## src/rtl/clock_monitor.sv

```systemverilog
// clock_monitor: measures a divided monitor clock by counting its synchronized
// rising edges over a programmable window of core_clk cycles, and flags a
// missing clock, counter saturation and results outside [min_count, max_count].
//
// Ports:
//   core_clk, reset           block clock, synchronous active-high reset
//   start                     single-cycle measurement request (ignored while busy or window==0)
//   mon_clk                   monitored clock, asynchronous to core_clk
//   window                    window length in core_clk cycles (latched on start)
//   min_count, max_count      inclusive acceptable bounds, sampled in DONE
//   count                     rising edges counted in the last window
//   valid                     one-cycle pulse while a result is published (DONE)
//   busy                      high from accepted start through DONE
//   overflow                  counter saturated during the last measurement
//   no_clock                  last measurement timed out waiting for an arming edge
//   out_of_range              overflow | no_clock | count below/above bounds
module clock_monitor #(
    parameter int CNT_WIDTH   = 16,
    parameter int WIN_WIDTH   = 16,
    parameter int ARM_TIMEOUT = 1024
) (
    input  logic                 core_clk,
    input  logic                 reset,
    input  logic                 start,
    input  logic                 mon_clk,
    input  logic [WIN_WIDTH-1:0] window,
    input  logic [CNT_WIDTH-1:0] min_count,
    input  logic [CNT_WIDTH-1:0] max_count,
    output logic [CNT_WIDTH-1:0] count,
    output logic                 valid,
    output logic                 busy,
    output logic                 overflow,
    output logic                 no_clock,
    output logic                 out_of_range
);

    localparam int ARM_W = $clog2(ARM_TIMEOUT + 1);
    localparam logic [ARM_W-1:0] ARM_LAST = ARM_W'(ARM_TIMEOUT - 1);

    typedef enum logic [1:0] {
        IDLE  = 2'd0,
        ARM   = 2'd1,
        COUNT = 2'd2,
        DONE  = 2'd3
    } state_t;

    state_t state;

    // Two-flop synchronizer plus a history flop for rising-edge detection.
    logic s1, s2, s3;
    logic mon_edge;

    logic [WIN_WIDTH-1:0] win_lat;
    logic [WIN_WIDTH-1:0] win_timer;
    logic [ARM_W-1:0]     arm_timer;
    logic [CNT_WIDTH-1:0] cnt;
    logic                 ovf_int;

    logic [CNT_WIDTH-1:0] cnt_next;
    logic                 ovf_next;
    logic                 range_bad;
    logic                 oor_reg;

    assign mon_edge = s2 & ~s3;

    always_ff @(posedge core_clk) begin
        if (reset) begin
            s1 <= 1'b0;
            s2 <= 1'b0;
            s3 <= 1'b0;
        end else begin
            s1 <= mon_clk;
            s2 <= s1;
            s3 <= s2;
        end
    end

    // Saturating increment; an edge arriving at all-ones only raises the flag.
    always_comb begin
        cnt_next = cnt;
        ovf_next = ovf_int;
        if (mon_edge) begin
            if (&cnt) begin
                ovf_next = 1'b1;
            end else begin
                cnt_next = cnt + CNT_WIDTH'(1);
            end
        end
    end

    // The range compare uses the bounds present during DONE, so it is evaluated
    // live in that cycle and frozen into oor_reg for the idle period after it.
    assign range_bad    = overflow | no_clock | (count < min_count) | (count > max_count);
    assign out_of_range = (state == DONE) ? range_bad : oor_reg;

    always_ff @(posedge core_clk) begin
        if (reset) begin
            state     <= IDLE;
            win_lat   <= '0;
            win_timer <= '0;
            arm_timer <= '0;
            cnt       <= '0;
            ovf_int   <= 1'b0;
            count     <= '0;
            valid     <= 1'b0;
            busy      <= 1'b0;
            overflow  <= 1'b0;
            no_clock  <= 1'b0;
            oor_reg   <= 1'b0;
        end else begin
            valid <= 1'b0;
            case (state)
                IDLE: begin
                    if (start && (window != '0)) begin
                        win_lat   <= window;
                        cnt       <= '0;
                        ovf_int   <= 1'b0;
                        arm_timer <= '0;
                        busy      <= 1'b1;
                        state     <= ARM;
                    end
                end

                // Wait for a monitored edge so the window starts phase-aligned;
                // the arming edge itself is not counted.
                ARM: begin
                    arm_timer <= arm_timer + ARM_W'(1);
                    if (mon_edge) begin
                        win_timer <= win_lat;
                        state     <= COUNT;
                    end else if (arm_timer == ARM_LAST) begin
                        count    <= '0;
                        overflow <= 1'b0;
                        no_clock <= 1'b1;
                        valid    <= 1'b1;
                        state    <= DONE;
                    end
                end

                // Publish cnt_next on the last cycle so an edge there is included.
                COUNT: begin
                    win_timer <= win_timer - WIN_WIDTH'(1);
                    cnt       <= cnt_next;
                    ovf_int   <= ovf_next;
                    if (win_timer == WIN_WIDTH'(1)) begin
                        count    <= cnt_next;
                        overflow <= ovf_next;
                        no_clock <= 1'b0;
                        valid    <= 1'b1;
                        state    <= DONE;
                    end
                end

                DONE: begin
                    oor_reg <= range_bad;
                    busy    <= 1'b0;
                    state   <= IDLE;
                end

                default: state <= IDLE;
            endcase
        end
    end

endmodule

```

## config.mk

```make
export PLATFORM = sky130hd
export DESIGN_NAME = clock_monitor
export DESIGN_NICKNAME = d
export VERILOG_FILES = /design/src/rtl/clock_monitor.sv
export SDC_FILE = /design/constraint.sdc
export NUM_CORES = 1
export LEC_CHECK = 0
export CAP_MARGIN = 10
export CORE_ASPECT_RATIO = 0.6
export CORE_MARGIN = 4
export CORE_UTILIZATION = 25
export DETAILED_ROUTE_END_ITERATION = 16
export GPL_TIMING_DRIVEN = 0
export MAX_ROUTING_LAYER = met4
export PLACE_DENSITY_LB_ADDON = 0.05
export SLEW_MARGIN = 20
export SYNTH_ARGS = -nofsm -noshare
export SYNTH_HDL_FRONTEND = slang
export SYNTH_SLANG_ARGS = --single-unit
```

## constraint.sdc

```tcl
create_clock -name core_clk -period 2.7 [get_ports core_clk]
set_clock_uncertainty 0.15 [all_clocks]
set_input_delay 0.675 -clock core_clk [delete_from_list [all_inputs] [get_ports core_clk]]
set_output_delay 0.675 -clock core_clk [all_outputs]
set_load 0.1 [all_outputs]
```

==> qor.csv, run 1 <==
metric,value,unit
CP bufs+invs,3,
net switching fraction of the power,41.4,%
clk sinks,86,
clk buf depth,2,
Layout Cells excl Fill,1003,
routability cong.,0.858,
R2R Setup Slk,150,ps
WL final,18.5,mm
drt drc,0,
die area,0.0224,mm^2
violated checks,negative setup slack,
asr flop ratio synth,0,%
Worst setup EP type,output port,
fmax,0.319,GHz
row count,39,
clock share of power,26.5,%
static leakage,2.71,nW
prevailing post-synth register cell,dfxtp_1,
Critical Path RT,1880,ps
"Distinct cells, synth",60,
filler instances,2010,
Slew Limit Headroom,34.7,%
DP HPWL,14.4,mm
R2R Path Start,cnt[0],
RSZ-0062 raised after global routing,yes,
Inst Count DP,979,
total global-route track usage,16.8,%
Mean Syn Cell Area,7.79,um^2
outcome,"finished, violations left",
global-route wire length before repair,28.4,mm
"CTS clk-pin slew, worst paths",60,ps
Die X,190,um
Syn Std Cell Area,0.00499,mm^2
TritonCTS clock tree,built,
layout cells sized above 1,25.1,%
die height,117,um
Overflow after GRT,0,
"slowest stage delay, CP",350,ps
pre-CTS setup slack,-1830,ps
Worst path top cell family by delay,compound AO/OA/AOI/OAI gates,
I/O Buffers,72,
most numerous cell in the Yosys netlist,dfxtp_1,
Worst path depth,9,
"Warnings, synthesis",0,
NetSw,1.91,mW
Skew-Pair Late Insertion Delay,350,ps
Hold Crit Depth,1,
synth cell count leaders,"dfxtp_1 (86), nand2_1 (83), a21oi_1 (63), nor2_1 (51), inv_1 (42)",
I/O Pins,73,
Worst Setup Start Kind,primary input,
TritonCTS Buffers,9,
Synth Register Bits,86,
final worst slack,-431,ps
Worst R2R Path Depth,8,
footprint of the multi-input gates,0.00367,mm^2
Gate power share,41.2,%
Pint,2.71,mW
Synthesized Nets,732,
Worst Hold End,s2,
Post-synth EDFFs,0,
crit-path max FO,2,
clock root cell,clkbuf_16,
vias in the first global route,4878,
Slowest cell on crit path,a221o_1,
WL per Instance,18.5,um
# nets final,824,
sequential cell area,0.00177,mm^2
hold buffer count at cts,0,
Vias,5035,
part of the power in registers,32.3,%
Max IR drop VDD,0.331,mV
PwrDens,646,mW/mm^2
Area Growth Syn to Fin,43.3,%
initial cell density of the core,25.8,%
initial antenna violation count,0,
vias per inst,5.02,
H-tree Lvls,3,
"Seq/Total Area, Yosys",34.5,%
"area leader, netlist",dfxtp_1,
pins over their slew limit,0,
"Data arrival, critical path",2310,ps
top-area cell type share of the netlist area,34.5,%
Reg-to-Reg End,cnt[14],
largest net degree at the start of global routing,14,
max_cap viols,0,
Syn Inst Count,641,
Pre-antenna DRT Iters,4,
Period minus WS final,3130,ps
fin crit share,116,%
Antenna Cells,0,
worst slew pin tran,977,ps
first-iteration detailed-routing DRC count,295,
worst path cell trace,buf_6 > inv_4 > ha_4 > a21oi_4 > o21ai_4 > a221o_1 > o31ai_4 > a41oi_4 > buf_12,
post-route ant nets,0,
final setup vio count,1,
Final Hold Fails,0,
largest cells by area after synthesis,"dfxtp_1 (34%), ha_1 (9.8%), a21oi_1 (6.3%)",
Hold Path Origin,s1,
HP Class,reg2reg,
core area,0.0193,mm^2
Crit Path Class,in2out,
==> power groups by stage <==
stage | Clock (mW) | Combinational, mW | Sequential, mW
floorplan | 0 | 1.14 | 1.54
global placement | 0 | 1.74 | 1.52
detailed placement | 0 | 1.77 | 1.52
CTS | 1.27 | 1.83 | 1.49
global route | 1.32 | 2.06 | 1.51
finish | 1.22 | 1.90 | 1.49
==> per-layer routing <==
metal,vias up,wire length (um),share of wire (%),global-route usage [%]
met1,2404,10300,56,26.8
met3,10,1030,5.5,3.91
li1,2489,-,-,-
met4,0,131,0.71,3.09
met5,-,0,0,-
met2,132,7050,38,20.9
==> area by class of cell <==
class | instances | share of cell area (%)
inverter | 42 | 2.55
multi-input combinational | 481 | 51.3
timing repair buffer | 83 | 10.8
sequential | 86 | 24.7
tap | 266 | 4.65
clock buffer | 9 | 3.15
buffer | 30 | 2.01
clock inverter | 6 | 0.752
==> cell families after synthesis <==
kind of cell             after synthesis  share of synthesized area [%]
AO/OA/AOI/OAI                        160                           20.1
XOR/XNOR                              16                           2.81
adder cells (fa/ha/maj)               39                           9.77
buffers and inverters                 74                           5.89
flip-flops                            86                           34.5
multiplexers                           7                           1.53
AND/OR/NAND/NOR                      259                           25.4
==> worst max path at each step <==
stage	startpoint	end	slack [ps]
6_report	max_count[7]	out_of_range	-430
5_1_grt	count[15]	out_of_range	-470
4_1_cts	max_count[7]	out_of_range	-490
3_5_place_dp	min_count[7]	out_of_range	-1830
3_3_place_gp	min_count[15]	out_of_range	-1850
2_1_floorplan	max_count[10]	out_of_range	-340
==> layout by cell type (no fill, tap or decap), types with 12 or more instances in the layout <==
cell type        count
ha_4                27
nor3_1              17
buf_2               12
nand4_1             13
a21oi_1             54
nand3_1             40
inv_2               19
clkdlybuf4s50_1     21
dlygate4sd2_1       23
nor2_1              47
clkbuf_1            14
nand2_1             78
clkbuf_2            13
o21ai_0             25
inv_1               15
dfxtp_1             70
==> repair_timing <==
item / in CTS / in global routing
setup buffers: 6 / 5
setup endpoints to repair: 66 / 61
pin swaps: 47 / 23
gates resized for setup: 177 / 70
==> per-stage QoR <==
step	TNS (ps)	hold slack (ps)	utilization [%]	total power [mW]	instance area, um^2
after floorplan	-335	264	-	2.68	5220
after detailed placement	-31830	282	32.5	3.29	6270
after CTS	-494	297	35.7	4.60	6900
after global placement	-33880	276	32.5	3.26	6270
final	-431	294	37.0	4.62	7150
after global routing	-490	319	37.0	4.90	7150
==> worst reg2reg max path, cell delays in order (launching register included) <==
cell     delay (ps)
dfxtp_1         460
ha_2            310
nand4_1         110
buf_4           170
or4_4           450
nor2_1          140
mux2_1          380
a32oi_1         210
nor2_1           60
No activity file was read; power rests on OpenSTA's default activity.
==> run 2, diff against run 1 <==
--- a/config.mk
+++ b/config.mk
@@ -7,7 +7,7 @@
 export LEC_CHECK = 0
 export CAP_MARGIN = 10
 export CORE_ASPECT_RATIO = 0.6
-export CORE_MARGIN = 4
+export CORE_MARGIN = 2
 export CORE_UTILIZATION = 25
 export DETAILED_ROUTE_END_ITERATION = 16
 export GPL_TIMING_DRIVEN = 0
==> constraint.sdc (replaced) <==
create_clock -name core_clk -period 3.7 [get_ports core_clk]
set_clock_uncertainty 0.15 [all_clocks]
set_input_delay 0.925 -clock core_clk [delete_from_list [all_inputs] [get_ports core_clk]]
set_output_delay 0.925 -clock core_clk [all_outputs]
set_load 0.1 [all_outputs]
==> run 2 against run 1 <==
  * Sequential power fell by 27%
  * Register-to-register slack improved by 510 ps
  * Worst setup slack improved by 280 ps
  * Power fell by 26%
  * Clock power fell by 19%
  * The flow still finishes with violations (negative setup slack)
  * Sequential share of layout area rose by 0.66 points
  * Design area fell by 4.9%
==> qor.csv, run 2 (synthesis gave the netlist of run 1 again) <==
metric,value,unit,change
outcome,"finished, violations left",,
violated checks,negative setup slack,,
"slowest stage delay, CP",370,ps,+20 ps
Area Growth Syn to Fin,36.3,%,
Period minus WS final,3850,ps,
Final Hold Fails,0,,unchanged
DP HPWL,13.7,mm,-5.2%
routability cong.,0.851,,-0.78%
WL per Instance,17.9,um,-3.1%
Layout Cells excl Fill,1003,,unchanged
NetSw,1.38,mW,-28%
Crit Path Class,in2out,,
global-route wire length before repair,27.6,mm,-2.7%
PwrDens,502,mW/mm^2,-22%
"most common cell after layout, fill and taps aside",dfxtp_1,,
part of the power in registers,32.0,%,-0.3 points
largest net degree at the start of global routing,14,,unchanged
Worst R2R Path Depth,8,,unchanged
I/O Pins,73,,unchanged
fmax,0.260,GHz,
Pint,2.04,mW,-25%
max_cap viols,0,,unchanged
Placement Cell Area,0.00607,mm^2,-3.2%
DR WL met2,6.71,mm,-4.8%
row count,39,,unchanged
Worst Hold End,s2,,
Pre-antenna DRT Iters,5,,+1
R2R Setup Slk,660,ps,+510 ps
final setup vio count,1,,unchanged
first-iteration detailed-routing DRC count,497,,+68%
clock share of power,29.0,%,+2.5 points
Slew Limit Headroom,33.0,%,-1.8 points
Highest Signal Layer,met4,,
initial antenna violation count,0,,unchanged
hold buffer count at cts,0,,unchanged
R2R Path Start,cnt[0],,
"commonest cells after routing, fill and taps aside","dfxtp_1 (81), nand2_1 (78), a21oi_1 (58), nor2_1 (50), clkdlybuf4s50_1 (47)",,
vias per inst,5.05,,+0.58%
Skew-Pair Late Insertion Delay,350,ps,about the same
final worst slack,-148,ps,+283 ps
worst slew pin tran,1010,ps,+28.4 ps
static leakage,2.46,nW,-9.3%
Inst Count DP,979,,unchanged
post-route ant nets,0,,unchanged
"Data arrival, critical path",2770,ps,+460 ps
# nets final,823,,-0.12%
Hold Crit Depth,1,,unchanged
Max IR drop VDD,0.296,mV,-11%
HP Class,reg2reg,,
total chip power,3.42,mW,-26%
clk buf depth,2,,unchanged
TritonCTS clock tree,built,,
Overflow after GRT,0,,unchanged
DR WL met3,1.11,mm,+8.4%
WL final,17.9,mm,-3.1%
fin crit share,104,%,
clk sinks,86,,unchanged
I/O Buffers,72,,unchanged
worst path cell trace,dlygate4sd2_1 > inv_2 > ha_4 > a21oi_2 > o21ai_2 > a221o_1 > o31ai_4 > a41oi_4 > buf_12,,
net switching fraction of the power,40.3,%,-1.2 points
layout cells sized above 1,15.6,%,-9.5 points
design area,0.00681,mm^2,-4.9%
"CTS clk-pin slew, worst paths",60,ps,about the same
H-tree Lvls,3,,unchanged
Antenna Cells,0,,unchanged
Die X,186,um,-2.1%
CP bufs+invs,3,,unchanged
Routed met1 length,10.0,mm,-2.6%
pre-CTS setup slack,-1980,ps,-144 ps
post-route setup TNS,-148,ps,+283 ps
TritonCTS Buffers,9,,unchanged
die height,113,um,-3.4%
Worst path top cell family by delay,compound AO/OA/AOI/OAI gates,,
Slowest cell on crit path,a221o_1,,
drt drc,0,,unchanged
Hold Path Origin,s1,,
Vias,5064,,+0.58%
RSZ-0062 raised after global routing,yes,,
die area,0.0212,mm^2,-5.4%
Worst Setup Start Kind,primary input,,
Reg-to-Reg End,count[1],,
total global-route track usage,17.7,%,+0.92 points
Critical Path RT,2620,ps,+740 ps
Gate power share,39.0,%,-2.2 points
clock root cell,clkbuf_16,,
initial cell density of the core,25.9,%,+0.065 points
vias in the first global route,4670,,-4.3%
pins over their slew limit,0,,unchanged
crit-path max FO,2,,unchanged
Worst setup EP type,output port,,
core area,0.0193,mm^2,-0.25%
-- run 2: repair_timing --
item	4_1_cts	5_1_grt
gates resized for setup	126	13
pin swaps	45	14
buffers inserted	6	2
setup endpoints to repair	1	1
hold endpoints to repair	0	0
cloned	0	0
-- run 2: power groups by stage --
| stage | Combinational, mW | Sequential (mW) | Clock (mW) |
|---|---|---|---|
| after floorplan | 0.827 | 1.13 | 0 |
| after global placement | 1.28 | 1.11 | 0 |
| after detailed placement | 1.28 | 1.11 | 0 |
| after CTS | 1.31 | 1.09 | 1.02 |
| after global routing | 1.46 | 1.11 | 1.06 |
| final | 1.33 | 1.09 | 0.991 |
-- run 2: metrics by stage --
step                      util (%)  hold slack (ps)
after floorplan                  -              264
after global placement        31.5              274
after detailed placement      31.5              299
after CTS                     35.1              308
after global routing          35.3              330
final                         35.3              307
-- run 2: final cells by class --
type | instances | area (um^2)
Sequential cell | 86 | 1730
Buffer | 32 | 136
Tap cell | 266 | 333
Clock inverter | 2 | 37.5
Inverter | 42 | 163
Multi-Input combinational cell | 481 | 3360
Timing Repair Buffer | 80 | 769
Clock buffer | 14 | 284
Fill cell | 1992 | 12500
-- run 2: per-layer routing --
layer	global-route usage [%]	vias to the layer above
met5	-	-
met4	2.86	0
met3	4.22	8
met2	22.0	130
met1	27.9	2450
li1	-	2476
-- run 2: worst max-delay path by stage --
stage	start	end	slack, ps	depth (start not counted)
floorplan	max_count[14]	out_of_range	9	7
global placement	max_count[14]	out_of_range	-2000	9
detailed placement	max_count[14]	out_of_range	-1980	9
CTS	max_count[10]	out_of_range	-110	10
global route	max_count[14]	out_of_range	-230	10
finish	max_count[5]	out_of_range	-150	9
==> run 3, diff against run 2 <==
--- a/config.mk
+++ b/config.mk
@@ -12,7 +12,7 @@
 export DETAILED_ROUTE_END_ITERATION = 16
 export GPL_TIMING_DRIVEN = 0
 export MAX_ROUTING_LAYER = met4
-export PLACE_DENSITY_LB_ADDON = 0.05
+export PLACE_DENSITY_LB_ADDON = 0.12
 export SLEW_MARGIN = 20
 export SYNTH_ARGS = -nofsm -noshare
 export SYNTH_HDL_FRONTEND = slang
==> run 3 against run 2 <==
  * The flow still finishes with violations (negative setup slack)
  * Clock power about the same
  * Wire length fell by 3.7%
  * First-iteration DRC count shrank 20%
  * Non-clock buffer count fell by 1
  * Register-to-register slack better by 20 ps
  * Clock-buffer cell count down 2
  * Critical path depth grew 1
  * Global-route usage decreased by 0.92 points
  * Flip-flop and latch count unchanged
  * Maximum frequency up 1.8%
  * Design area grew 0.42%
  * Largest power group unchanged
==> qor.csv, run 3 (synthesis gave the netlist of run 1 again) <==
metric,value,unit,change
Worst Hold End,win_lat[6],,
clock root cell,clkbuf_16,,
Inst Count DP,979,,unchanged
fin crit share,102,%,-1.8 points
design area,0.00684,mm^2,+0.42%
Worst setup EP type,output port,,
sequential cell area,0.00173,mm^2,unchanged
# nets final,822,,-0.12%
core area,0.0193,mm^2,unchanged
Max IR drop VDD,0.251,mV,-15%
Crit Path Class,in2out,,
Area Growth Syn to Fin,36.9,%,
Critical Path RT,2620,ps,about the same
Layout Cells excl Fill,1001,,-0.20%
"Data arrival, critical path",2710,ps,-60 ps
row count,39,,unchanged
outcome,"finished, violations left",,
Hold Path Origin,win_lat[6],,
static leakage,2.45,nW,-0.56%
initial cell density of the core,25.9,%,unchanged
die height,113,um,unchanged
Slowest cell on crit path,a221o_1,,
violated checks,negative setup slack,,
total global-route track usage,16.8,%,-0.92 points
Worst path top cell family by delay,compound AO/OA/AOI/OAI gates,,
WL final,17.3,mm,-3.7%
pins over their slew limit,0,,unchanged
Overflow after GRT,0,,unchanged
Fin Hold WS,303,ps,-4.06 ps
filler instances,1989,,-0.15%
vias per inst,5.02,,-0.53%
Worst R2R Path Depth,8,,unchanged
PwrDens,504,mW/mm^2,+0.30%
Period minus WS final,3780,ps,-68.0 ps
worst path cell trace,buf_2 > inv_2 > ha_4 > nand4_1 > buf_4 > nor2_2 > a221o_1 > o31ai_4 > a41oi_4 > buf_12,,
Final Hold Fails,0,,unchanged
R2R Setup Slk,680,ps,+20 ps
fmax,0.265,GHz,+1.8%
vias in the first global route,4769,,+2.1%
Hold Crit Depth,2,,+1
max_cap viols,0,,unchanged
Die X,186,um,unchanged
RSZ-0062 raised after global routing,yes,,
final setup vio count,1,,unchanged
initial antenna violation count,0,,unchanged
routability cong.,0.898,,+5.5%
drt drc,0,,unchanged
HP Class,reg2reg,,
WL per Instance,17.3,um,-3.5%
Slew Limit Headroom,31.7,%,-1.3 points
I/O Buffers,72,,unchanged
"CTS clk-pin slew, worst paths",60,ps,about the same
final worst slack,-80.2,ps,+68.0 ps
clk buf depth,2,,unchanged
Placement Cell Area,0.00607,mm^2,unchanged
Vias,5027,,-0.73%
"most common cell after layout, fill and taps aside",dfxtp_1,,
TritonCTS clock tree,built,,
largest net degree at the start of global routing,14,,unchanged
R2R Path Start,cnt[0],,
global-route wire length before repair,26.7,mm,-3.3%
"slowest stage delay, CP",360,ps,about the same
DP HPWL,13.2,mm,-3.3%
die area,0.0212,mm^2,unchanged
crit-path max FO,2,,unchanged
total chip power,3.44,mW,+0.72%
footprint of the multi-input gates,0.00341,mm^2,+1.6%
I/O Pins,73,,unchanged
layout cells sized above 1,16.5,%,+0.86 points
clk sinks,86,,unchanged
Pre-antenna DRT Iters,5,,unchanged
hold buffer count at cts,0,,unchanged
CP bufs+invs,4,,+1
post-route ant nets,0,,unchanged
Antenna Cells,0,,unchanged
"commonest cells after routing, fill and taps aside","dfxtp_1 (81), nand2_1 (78), a21oi_1 (56), nor2_1 (49), clkdlybuf4s50_1 (48)",,
first-iteration detailed-routing DRC count,400,,-20%
TritonCTS Buffers,9,,unchanged
Worst Setup Start Kind,primary input,,
H-tree Lvls,3,,unchanged
pre-CTS setup slack,-1880,ps,+93.1 ps
worst slew pin tran,1020,ps,+18.8 ps
Reg-to-Reg End,count[1],,
Skew-Pair Late Insertion Delay,340,ps,about the same
==> run 3: cell count changes in the layout (fill, tap and decap cells not counted), sizes merged <==
| cell | previous run | this run |
|---|---|---|
| clkbuf | 46 | 44 |
| clkdlybuf4s50 | 47 | 48 |
| clkdlybuf4s15 | 0 | 3 |
| bufinv | 1 | 2 |
| dlygate4sd2 | 12 | 7 |
==> run 3: area by class of cell <==
cell class,instances,area share (%)
multi-input cells,481,49.9
flip-flops and latches,86,25.3
repair buffers,79,10.9
well taps,266,4.87
clock buffers,12,3.75
inverters,42,2.34
plain buffers,32,2.00
clock inverters,3,0.988
==> run 3: worst max path at each step <==
stage                       start            to  slack, ps  cells past startpoint
floorplan           max_count[14]  out_of_range          9                      7
global placement    max_count[14]  out_of_range      -1930                      9
detailed placement  max_count[15]  out_of_range      -1880                      9
CTS                 max_count[14]  out_of_range        -90                     10
global route        max_count[14]  out_of_range       -110                     10
finish              max_count[10]  out_of_range        -80                     10
==> run 3: layer usage <==
layer / global-route usage (%) / share of wire, %
met5: - / 0
met4: 2.59 / 0.34
met3: 3.45 / 5.8
met2: 22.7 / 39
met1: 25.5 / 55
==> run 3: per-stage QoR <==
step | utilization, % | TNS [ps]
final | 35.5 | -80.2
after global routing | 35.5 | -115
after global placement | 31.5 | -2000
after detailed placement | 31.5 | -1900
after CTS | 35.1 | -92.9
after floorplan | - | 0
==> run 3: what timing repair did <==
| item | in CTS | in global routing |
|---|---|---|
| pin swaps | 39 | 24 |
| resized for setup | 121 | 28 |
| buffers inserted | 4 | 3 |
| setup endpoints to repair | 1 | 1 |
==> run 3: worst register-to-register path, delay by kind of cell (launching register included) <==
family,cells,cell delay (ps)
AO/OA/AOI/OAI,1,160
AND/OR/NAND/NOR,4,1250
buffers and inverters,1,310
adder cells (fa/ha/maj),1,190
flip-flops,1,480
multiplexers,1,340
==> run 3: report_power, final <==
group	internal, mW	switching, mW
Clock	0.626	0.377
Combinational	0.433	0.908
Sequential	1.01	0.0843
Total	2.07	1.37
